$ cat src/rtl/fifo2.sv
// Two-entry FIFO holding one output's words: count, read pointer and two data slots.
// Latency: a word pushed at edge k is at the head from edge k; pop advances the head.
// Backpressure: full is asserted at two entries and a push while full is ignored.
module fifo2 #(
    parameter int width = 32
) (
    input  logic             clk,
    input  logic             rst,
    input  logic             push,
    input  logic [width-1:0] push_data,
    input  logic             pop,
    output logic             full,
    output logic             empty,
    output logic [width-1:0] head_data
);

    logic [1:0]       count;
    logic             rd_ptr;
    logic             wr_ptr;
    logic             do_push;
    logic             do_pop;
    logic [width-1:0] slot [2];

    // Status flags, guarded handshakes and the write slot derived from the read pointer.
    always_comb begin
        full    = (count == 2'd2);
        empty   = (count == 2'd0);
        do_push = push && !full;
        do_pop  = pop && !empty;
        wr_ptr  = rd_ptr ^ count[0];
    end

    // Head word; when empty the slot just behind the read pointer is the last popped word.
    always_comb begin
        head_data = empty ? slot[~rd_ptr] : slot[rd_ptr];
    end

    // Occupancy, pointer and slot storage; reset clears everything so stale words cannot leak.
    always_ff @(posedge clk or posedge rst) begin
        if (rst) begin
            count   <= 2'd0;
            rd_ptr  <= 1'b0;
            slot[0] <= '0;
            slot[1] <= '0;
        end else begin
            if (do_push) begin
                slot[wr_ptr] <= push_data;
            end
            if (do_pop) begin
                rd_ptr <= ~rd_ptr;
            end
            count <= count + {1'b0, do_push} - {1'b0, do_pop};
        end
    end

endmodule

$ cat src/rtl/demux2_stream.sv
// Steers each accepted word to output 0 or 1 by choose_bit, each output buffered by a fifo2.
// Latency: a word accepted at edge k is valid on its output from edge k (1 cycle minimum).
// Backpressure: in_ready drops only when the selected output's buffer is full; never from out*_ready.
module demux2_stream #(
    parameter int width = 32
) (
    input  logic             clk,
    input  logic             rst,
    input  logic             in_valid,
    output logic             in_ready,
    input  logic [width-1:0] input_data,
    input  logic             choose_bit,
    output logic             out0_valid,
    input  logic             out0_ready,
    output logic [width-1:0] out0_data,
    output logic             out1_valid,
    input  logic             out1_ready,
    output logic [width-1:0] out1_data
);

    logic full0;
    logic full1;
    logic empty0;
    logic empty1;
    logic accept;
    logic push0;
    logic push1;
    logic pop0;
    logic pop1;

    // Ready mux on the destination, push decode and output valid/pop mapping.
    // A full buffer refuses even while being popped: there is no pass-through path.
    always_comb begin
        in_ready   = !rst && (choose_bit ? !full1 : !full0);
        accept     = in_valid && in_ready;
        push0      = accept && !choose_bit;
        push1      = accept && choose_bit;
        out0_valid = !empty0;
        out1_valid = !empty1;
        pop0       = out0_valid && out0_ready;
        pop1       = out1_valid && out1_ready;
    end

    fifo2 #(.width(width)) u_fifo0 (
        .clk       (clk),
        .rst       (rst),
        .push      (push0),
        .push_data (input_data),
        .pop       (pop0),
        .full      (full0),
        .empty     (empty0),
        .head_data (out0_data)
    );

    fifo2 #(.width(width)) u_fifo1 (
        .clk       (clk),
        .rst       (rst),
        .push      (push1),
        .push_data (input_data),
        .pop       (pop1),
        .full      (full1),
        .empty     (empty1),
        .head_data (out1_data)
    );

    // A refused offer must be held unchanged until it is taken.
    property p_producer_stable;
        @(posedge clk) disable iff (rst)
            (!rst && in_valid && !in_ready) |=>
                (in_valid && $stable(input_data) && $stable(choose_bit));
    endproperty
    a_producer_stable: assert property (p_producer_stable);

endmodule
$ cat config.mk
export PLATFORM = sky130hd
export DESIGN_NAME = demux2_stream
export DESIGN_NICKNAME = d
export VERILOG_FILES = /design/src/rtl/fifo2.sv /design/src/rtl/demux2_stream.sv
export SDC_FILE = /design/constraint.sdc
export NUM_CORES = 1
export LEC_CHECK = 0
export ABC_AREA = 1
export CAP_MARGIN = 5
export CORE_ASPECT_RATIO = 0.9
export CORE_MARGIN = 2
export CORE_UTILIZATION = 40
export DETAILED_ROUTE_END_ITERATION = 16
export PLACE_DENSITY_LB_ADDON = 0.05
export SLEW_MARGIN = 20
export SYNTH_ARGS = -nofsm -noshare
export SYNTH_HDL_FRONTEND = slang
export SYNTH_SLANG_ARGS = --single-unit
$ cat constraint.sdc
create_clock -name clk -period 6.1 [get_ports clk]
set_input_delay 1.22 -clock clk [delete_from_list [all_inputs] [get_ports clk]]
set_output_delay 1.22 -clock clk [all_outputs]
set_load 0.05 [all_outputs]
# Yosys cells after proc, flatten, opt, wreduce, memory -nomap -nowiden
# Index checks and enable logic that the tools add are counted.
word_totals:
  output_inout_bits: 67
  elab_cells: 73
  ff_bits: 134
  in_bits: 38
op_classes:
  reduce_logical: 20
  addsub: 4
  n_eq_ne: 2
  mux: 21
  bitwise: 10
  order_cmp: 8
ops:
  columns: ["cell", "count"]
  rows:
  - ["two-way mux 32 bit", 16]
  - ["bitwise mux 64 bit", 2]
  - ["demux 32 bit (select 1 bit)", 2]
  - ["greater-or-equal comparator 2 bit, second input constant", 6]
  - ["logical AND 1 bit", 12]
  - ["inverter 1 -> 2 bit", 6]
  - ["logical NOT 1 bit", 6]
  - ["adder 2 x 1 -> 2 bit", 2]
  - ["== test 2 bit, second input constant", 2]
  - ["logical NOT 2 bit", 2]
  - ["less-than comparator 2 x 1 -> 1 bit, second input constant", 2]
  - ["subtractor 2 x 1 -> 2 bit", 2]
  - ["inverter 1 bit", 2]
  - ["XOR 1 bit", 2]
  - ["two-way mux 1 bit", 1]

# Logic depth before layout (Yosys ltp)
# Gate-level depths: netlist (run 1).
depth:
  ltp_word: 9
  depth_mapped: 8

# Modules after synthesis
# A second synthesis (run 1) with hierarchy kept.
unflattened:
  hier_cells: 863
  area_unflattened_um2: 6521.3
by_module_without_submodules:
  columns: ["mod", "seq_area_each_um2", "area_per_inst_um2", "instances", "cells_per_inst"]
  rows:
  - ["fifo2", 1676.6, 3226.8, 2, 424]
  - ["demux2_stream", 0.0, 67.6, 1, 15]

# Worst setup path before layout (run 1)
# Ideal clock, no wire load.
synth_timing:
  kind: "in2out"
  startpoint: "input port rst"
  endpoint: "output port in_ready"
  setup_slack_ns: -0.019
  arrival_ns: 4.899
  required_time_ns: 4.880
  cell_stages: 3
  path_buffers: 0
  cell_sequence: "inv_1 > nand3_1 > inv_1"
synth_via:
  elab_chain_cells: 2
synth_rtl:
  columns: ["item", "line_no", "source"]
  rows:
  - ["from (decl)", "demux2_stream.sv:8", "input logic rst,"]
  - ["logical NOT 1 bit (no line)", null, null]
  - ["logical AND 1 bit", "demux2_stream.sv:34", "in_ready = !rst && (choose_bit ? !full1 : !full0);"]
  - ["to (decl)", "demux2_stream.sv:10", "output logic in_ready,"]
# No other way between the ends.

# Final worst setup path (run 1)
layout_timing:
  startpoint: "register u_fifo0.rd_ptr"
  endpoint: "output port out0_data[27]"
layout_via:
  elab_chain_cells: 6
  word_cells_on_any_way: 10
layout_rtl:
  columns: ["item", "line_no", "source"]
  rows:
  - ["from (decl)", "fifo2.sv:18", "logic rd_ptr;"]
  - ["from (signal assigned)", "fifo2.sv:50", "rd_ptr <= ~rd_ptr;"]
  - ["inverter 1 bit", "fifo2.sv:35", "head_data = empty ? slot[~rd_ptr] : slot[rd_ptr];"]
  - ["inverter 1 -> 2 bit", "fifo2.sv:35", null]
  - ["two-way mux 32 bit (not written as such) (3 in series)", "fifo2.sv:35", null]
  - ["two-way mux 32 bit (*)", "fifo2.sv:35", null]
  - ["to (decl)", "demux2_stream.sv:15", "output logic [width-1:0] out0_data,"]
# Mark *: on every way between the ends. The rest lies on a longest branch, timed or not. The select of a mux whose other input is x is not followed.

==> summary.txt, run 1 <==
Status: finished, final reports clean
Worst Reg-to-Reg Cells: 5
Setup Total Neg Slack: 0 ps
Die W: 136 µm
Synth Warn #: 0
Vias after detailed routing: 5398
H-tree depth: 4
Area of the die: 0.0166 mm²
Pre-Repair DR Iteration Count: 7
CTS clk-pin slew, worst paths: 60 ps
Largest stage delay on the critical path: 850 ps
DR vias/cell: 5.03
Post-Route WL: 16700 µm
RR Startpoint: u_fifo0.rd_ptr$_DFFE_PP0P_
CTS hold repair buffers: 0
Register-to-register setup slack: 3210 ps
GP Congestion: 0.794
Crit Path Class: register to output port
Final worst path period share: 87.2%
Die height: 122 µm
All-Layer GR Usage: 21.5%
Worst skew pair latency: 420 ps
Vias in the first global route: 5155
Avg WL per Cell: 15.5 µm
CP max-delay cell: xnor2_4
Met3 WL: 932 µm
DRT iter0 DRCs: 460
Initial antenna violation count: 0
TritonCTS buffer count: 17
Drc violations: 0
Starting Density: 40.7%
Min Tclk post-route: 5320 ps
Net Count, Synth: 821
Core box area: 0.0153 mm²
Hold violation count in the final report: 0
Port bufs: 104
DRT met1 WL: 7860 µm
Synth-to-Final Area Change: 28.7%
Post-route ant nets: 0
Slew HR: 29.4%
CP startpoint: u_fifo0.rd_ptr$_DFFE_PP0P_
Post-CTS Setup Inserts: 0
Max-Cap Viols: 0
Footprint of the multi-input gates: 0.00241 mm²
GRT overflow: 0
Final #Nets: 900
Synth Cell Area: 0.00623 mm²
Clock buffer depth: 2
RSZ-0062 raised after global routing: no
Final setup fails: 0
PostCTS Resize Cnt: 0
First-pass GRT wire length: 27600 µm
Clock skew: 9.17 ps
Crit path max-delay family: buffers and inverters
# clock sinks: 134
Synth cell types: 22
Seq/Total Area, Yosys: 53.8%
Root Buffer: clkbuf_16
Reg2reg end: u_fifo0.slot[27]$_DFFE_PP0P_
Crit path cell chain: xnor2_4 > inv_2 > nand2_1 > o21ai_4 > buf_4 > o21ai_0 > clkdlybuf4s50_1
Fmax: 188 MHz
CP Capture Type: output port
Flops & latches, synth: 134
Buf+Inv Stages, Crit Path: 3
Worst Hold Class: register to register
Row cnt: 43
Worst slew pin tran: 1060 ps
Largest net degree at the start of global routing: 71
Startpoint types: register
Met2 WL: 7630 µm
Highest Signal Layer: met4
Crit Path Max Fanout: 64
Commonest non-fill, non-tap cell in the layout: nand2_1
Fill cells: 1460
HPWL after DPL: 9980 µm
Share of post-route cells with drive strength above 1: 5.74%
Commonest non-fill, non-tap cells in the layout: nand2_1, dfrtp_1, o21ai_0, clkdlybuf4s50_1, inv_1
Final Max Slew Viols: 0
ANT cells: 0
Flip-flop and latch area: 0.00335 mm²
I/O pins: 105
Crit path arrival time: 4100 ps
Post-synthesis cell count: 779
CTS tree: done
WP data required: 4880 ps
Mean Syn Cell Area: 8.00 µm²
Critical Path Stages: 7
End of the critical path: out0_data[27]
synth_stat cells (all sizes together):
| library cell | instances | area share [%] |
|---|---|---|
| a21oi | 1 | 0.14 |
| buf | 21 | 1.7 |
| clkbuf | 32 | 1.9 |
| dfrtp | 134 | 54 |
| ha | 4 | 0.80 |
| inv | 80 | 4.8 |
| nand2 | 293 | 18 |
| nand3 | 5 | 0.40 |
| nand4 | 65 | 6.6 |
| nor2 | 6 | 0.36 |
| nor3 | 1 | 0.080 |
| o21ai | 129 | 10 |
| o22ai | 1 | 0.20 |
| xnor2 | 4 | 0.68 |
| xor2 | 3 | 0.42 |
metrics by stage:
stage	worst slack [ps]	util, %	area (µm²)	hold slack, ps	cells
6_report	782	52.3	8030	466	1073
4_1_cts	701	52.3	8030	473	1073
2_1_floorplan	981	-	6240	442	779
3_3_place_gp	1230	48.5	7430	455	1041
5_1_grt	472	52.3	8030	489	1073
3_5_place_dp	1170	48.5	7430	458	1041
final cells by class:
cell class	instances	area share, %
sequential	134	41.8
multi-input combinational	512	30.1
timing repair buffer	113	13.8
clock buffer	23	5.83
inverter	80	3.79
tap	202	3.15
clock inverter	9	1.56
worst min-delay path by stage:
stage / from / endpoint / slack, ps / cells past startpoint
2_1_floorplan: u_fifo0.slot[0]$_DFFE_PP0P_ / u_fifo0.slot[0]$_DFFE_PP0P_ / 440 / 2
3_3_place_gp: u_fifo0.slot[19]$_DFFE_PP0P_ / u_fifo0.slot[19]$_DFFE_PP0P_ / 450 / 2
3_5_place_dp: u_fifo0.slot[13]$_DFFE_PP0P_ / u_fifo0.slot[13]$_DFFE_PP0P_ / 460 / 2
4_1_cts: u_fifo0.slot[22]$_DFFE_PP0P_ / u_fifo0.slot[22]$_DFFE_PP0P_ / 470 / 2
5_1_grt: u_fifo0.slot[9]$_DFFE_PP0P_ / u_fifo0.slot[9]$_DFFE_PP0P_ / 490 / 2
6_report: u_fifo0.slot[22]$_DFFE_PP0P_ / u_fifo0.slot[22]$_DFFE_PP0P_ / 470 / 2
flip-flops by register name, indices dropped and copies added (netlist names):
name,cells
u_fifo0.slot,64
u_fifo1.rd_ptr,1
u_fifo1.slot,64
u_fifo0.rd_ptr,1
u_fifo1.count,2
u_fifo0.count,2
worst min-delay path, cell delays in order, from the launching register on:
cell and delay (ps):
dfrtp_1 340, nand2_1 50, nand2_1 50
cell families (layout without fill, tap and decap cells):
kind of cell,count (synthesis),in the layout,share of synthesized area [%]
simple gates,370,370,25.1
flops,134,134,53.8
buf+inv,133,225,8.45
compound gates,131,131,10.8
xor+xnor,7,7,1.10
fa+ha+maj,4,4,0.803
routing by layer:
layer  up-vias  track usage (%)
li1       2661                -
met1      2552             30.9
met2       166             32.8
met3        19             4.09
met4         0             7.42
met5         -                0
Power of run 1 is left out: the tool's default activity adds up to more than one toggle a clock period on the data nets, which glitch-free logic cannot reach.
==> inputs of run 2 (changes only) <==
--- a/config.mk
+++ b/config.mk
@@ -11,7 +11,6 @@
 export CORE_MARGIN = 2
 export CORE_UTILIZATION = 40
 export DETAILED_ROUTE_END_ITERATION = 16
-export PLACE_DENSITY_LB_ADDON = 0.05
 export SLEW_MARGIN = 20
 export SYNTH_ARGS = -nofsm -noshare
 export SYNTH_HDL_FRONTEND = slang
==> run 2 against run 1 <==
  * Flip-flop and latch count stayed put
  * Final area is essentially flat
  * Maximum frequency decreased by 0.17%
  * Global-route usage down 0.81 points
  * Wire length fell by 0.83%
  * Register-to-register slack worse by 70 ps
  * Non-clock buffer count is the same
  * Die area unchanged
  * Sequential share of layout area hardly changed
  * Worst hold slack about the same
  * Worst setup slack worse by 9.1 ps
  * Critical path depth unchanged
  * Critical path type unchanged
==> summary.txt, run 2 (synthesized netlist as in run 1, its figures left out) <==
Largest net degree at the start of global routing: 71 (unchanged)
DRT iter0 DRCs: 563 (+22%)
Post-CTS Setup Inserts: 0 (unchanged)
PostCTS Resize Cnt: 0 (unchanged)
Footprint of the multi-input gates: 0.00241 mm² (unchanged)
CP max-delay cell: xnor2_4
First-pass GRT wire length: 26600 µm (-3.6%)
Slew HR: 28.7% (-0.71 points)
Status: finished, final reports clean
Worst Hold Class: register to register
Fmax: 188 MHz (-0.17%)
Clock buffer depth: 2 (unchanged)
Final Max Slew Viols: 0 (unchanged)
Setup Total Neg Slack: 0 ps (unchanged)
Min Tclk post-route: 5330 ps (+9.09 ps)
Die height: 122 µm (unchanged)
Startpoint types: register
Flip-flop and latch area: 0.00335 mm² (unchanged)
Worst slew pin tran: 1070 ps (+8.26 ps)
Crit path cell chain: xnor2_4 > inv_2 > nand2_1 > o21ai_4 > buf_4 > o21ai_0 > clkdlybuf4s50_1
RSZ-0062 raised after global routing: no
Crit path arrival time: 4110 ps (about the same)
Root Buffer: clkbuf_16
Commonest non-fill, non-tap cells in the layout: nand2_1, dfrtp_1, o21ai_0, clkdlybuf4s50_1, inv_1
HPWL after DPL: 10200 µm (+2.2%)
Post-Route WL: 16500 µm (-0.83%)
Fill cells: 1428 (-2.2%)
Largest stage delay on the critical path: 840 ps (about the same)
Crit Path Class: register to output port
Pre-Repair DR Iteration Count: 5 (-2)
Synth-to-Final Area Change: 28.6% (about the same)
All-Layer GR Usage: 20.7% (-0.81 points)
Core box area: 0.0153 mm² (unchanged)
CTS clk-pin slew, worst paths: 60 ps (about the same)
TritonCTS buffer count: 17 (unchanged)
CTS hold repair buffers: 0 (unchanged)
Area of the die: 0.0166 mm² (unchanged)
H-tree depth: 4 (unchanged)
Hold violation count in the final report: 0 (unchanged)
Drc violations: 0 (unchanged)
Share of post-route cells with drive strength above 1: 5.75% (+0.013 points)
Avg WL per Cell: 15.4 µm (-0.64%)
GP Congestion: 0.758 (-4.5%)
Vias in the first global route: 5072 (-1.6%)
Vias after detailed routing: 5421 (+0.43%)
CTS tree: done
Initial antenna violation count: 0 (unchanged)
ANT cells: 0 (unchanged)
I/O pins: 105 (unchanged)
Starting Density: 40.7% (unchanged)
Final worst path period share: 87.3% (+0.15 points)
Final #Nets: 900 (unchanged)
WP data required: 4880 ps (about the same)
DR vias/cell: 5.06 (+0.61%)
Row cnt: 43 (unchanged)
Port bufs: 104 (unchanged)
Max-Cap Viols: 0 (unchanged)
Top Registers: u_fifo0.slot x64, u_fifo1.slot x64
Worst skew pair latency: 410 ps (about the same)
Post-route ant nets: 0 (unchanged)
Commonest non-fill, non-tap cell in the layout: nand2_1
# clock sinks: 134 (unchanged)
Clock skew: 9.16 ps (-0.00261 ps)
Crit Path Max Fanout: 64 (unchanged)
GRT overflow: 0 (unchanged)
Die W: 136 µm (unchanged)
CP Capture Type: output port
Final setup fails: 0 (unchanged)
[run 2: path summary, 6_finish.rpt]
kind | slack (ps) | from | endpoint | cells after the start
max | 770 | u_fifo0.rd_ptr$_DFFE_PP0P_ | out0_data[29] | 7
min | 470 | u_fifo0.slot[44]$_DFFE_PP0P_ | u_fifo0.slot[44]$_DFFE_PP0P_ | 2
max reg2reg | 3140 | u_fifo0.rd_ptr$_DFFE_PP0P_ | u_fifo0.slot[25]$_DFFE_PP0P_ | 5
min reg2reg | 470 | u_fifo0.slot[44]$_DFFE_PP0P_ | u_fifo0.slot[44]$_DFFE_PP0P_ | 2
max in group asynchronous | 3100 | rst | u_fifo0.slot[21]$_DFFE_PP0P_ | 4
min in group asynchronous | 1620 | rst | u_fifo0.rd_ptr$_DFFE_PP0P_ | 3
[run 2: worst max-delay path, delay by kind of cell, from the launching register on]
family | cells | cell delay (ps)
compound gates | 2 | 360
simple gates | 1 | 250
flops | 1 | 480
xor+xnor | 1 | 840
buf+inv | 3 | 1720
[run 2: final cells by class]
| class | instances | area share, % |
|---|---|---|
| Multi-Input combinational cell | 512 | 30.1 |
| Clock inverter | 9 | 1.58 |
| Timing Repair Buffer | 113 | 13.8 |
| Inverter | 80 | 3.79 |
| Tap cell | 202 | 3.15 |
| Clock buffer | 21 | 5.74 |
| Sequential cell | 134 | 41.8 |
[run 2: per-layer routing]
metal	vias to the layer above	track usage (%)	part of all wire (%)	wire, µm
met5	-	0	0	0
met4	0	4.43	0.57	95
met3	9	5.37	6.8	1130
met2	185	30.6	44	7270
met1	2563	30.7	49	8030
li1	2664	-	-	-
[run 2: stage by stage]
stage	cells	area (µm²)	setup slack [ps]	util, %	hold WS, ps
final	1071	8020	773	52.3	466
after global routing	1071	8020	501	52.3	486
after CTS	1071	8020	712	52.3	473
after detailed placement	1041	7430	1160	48.5	458
after global placement	1041	7430	1300	48.5	455
after floorplan	779	6240	981	-	442
Power of run 2 is left out for the same reason.
==> inputs of run 3 (changes only) <==
--- a/config.mk
+++ b/config.mk
@@ -11,7 +11,7 @@
 export CORE_MARGIN = 2
 export CORE_UTILIZATION = 40
 export DETAILED_ROUTE_END_ITERATION = 16
-export SLEW_MARGIN = 20
+export SLEW_MARGIN = 10
 export SYNTH_ARGS = -nofsm -noshare
 export SYNTH_HDL_FRONTEND = slang
 export SYNTH_SLANG_ARGS = --single-unit
==> results of run 3 <==
Final layout, timing and power as in run 2 (identical DEF).
Power of run 3 is left out for the same reason.
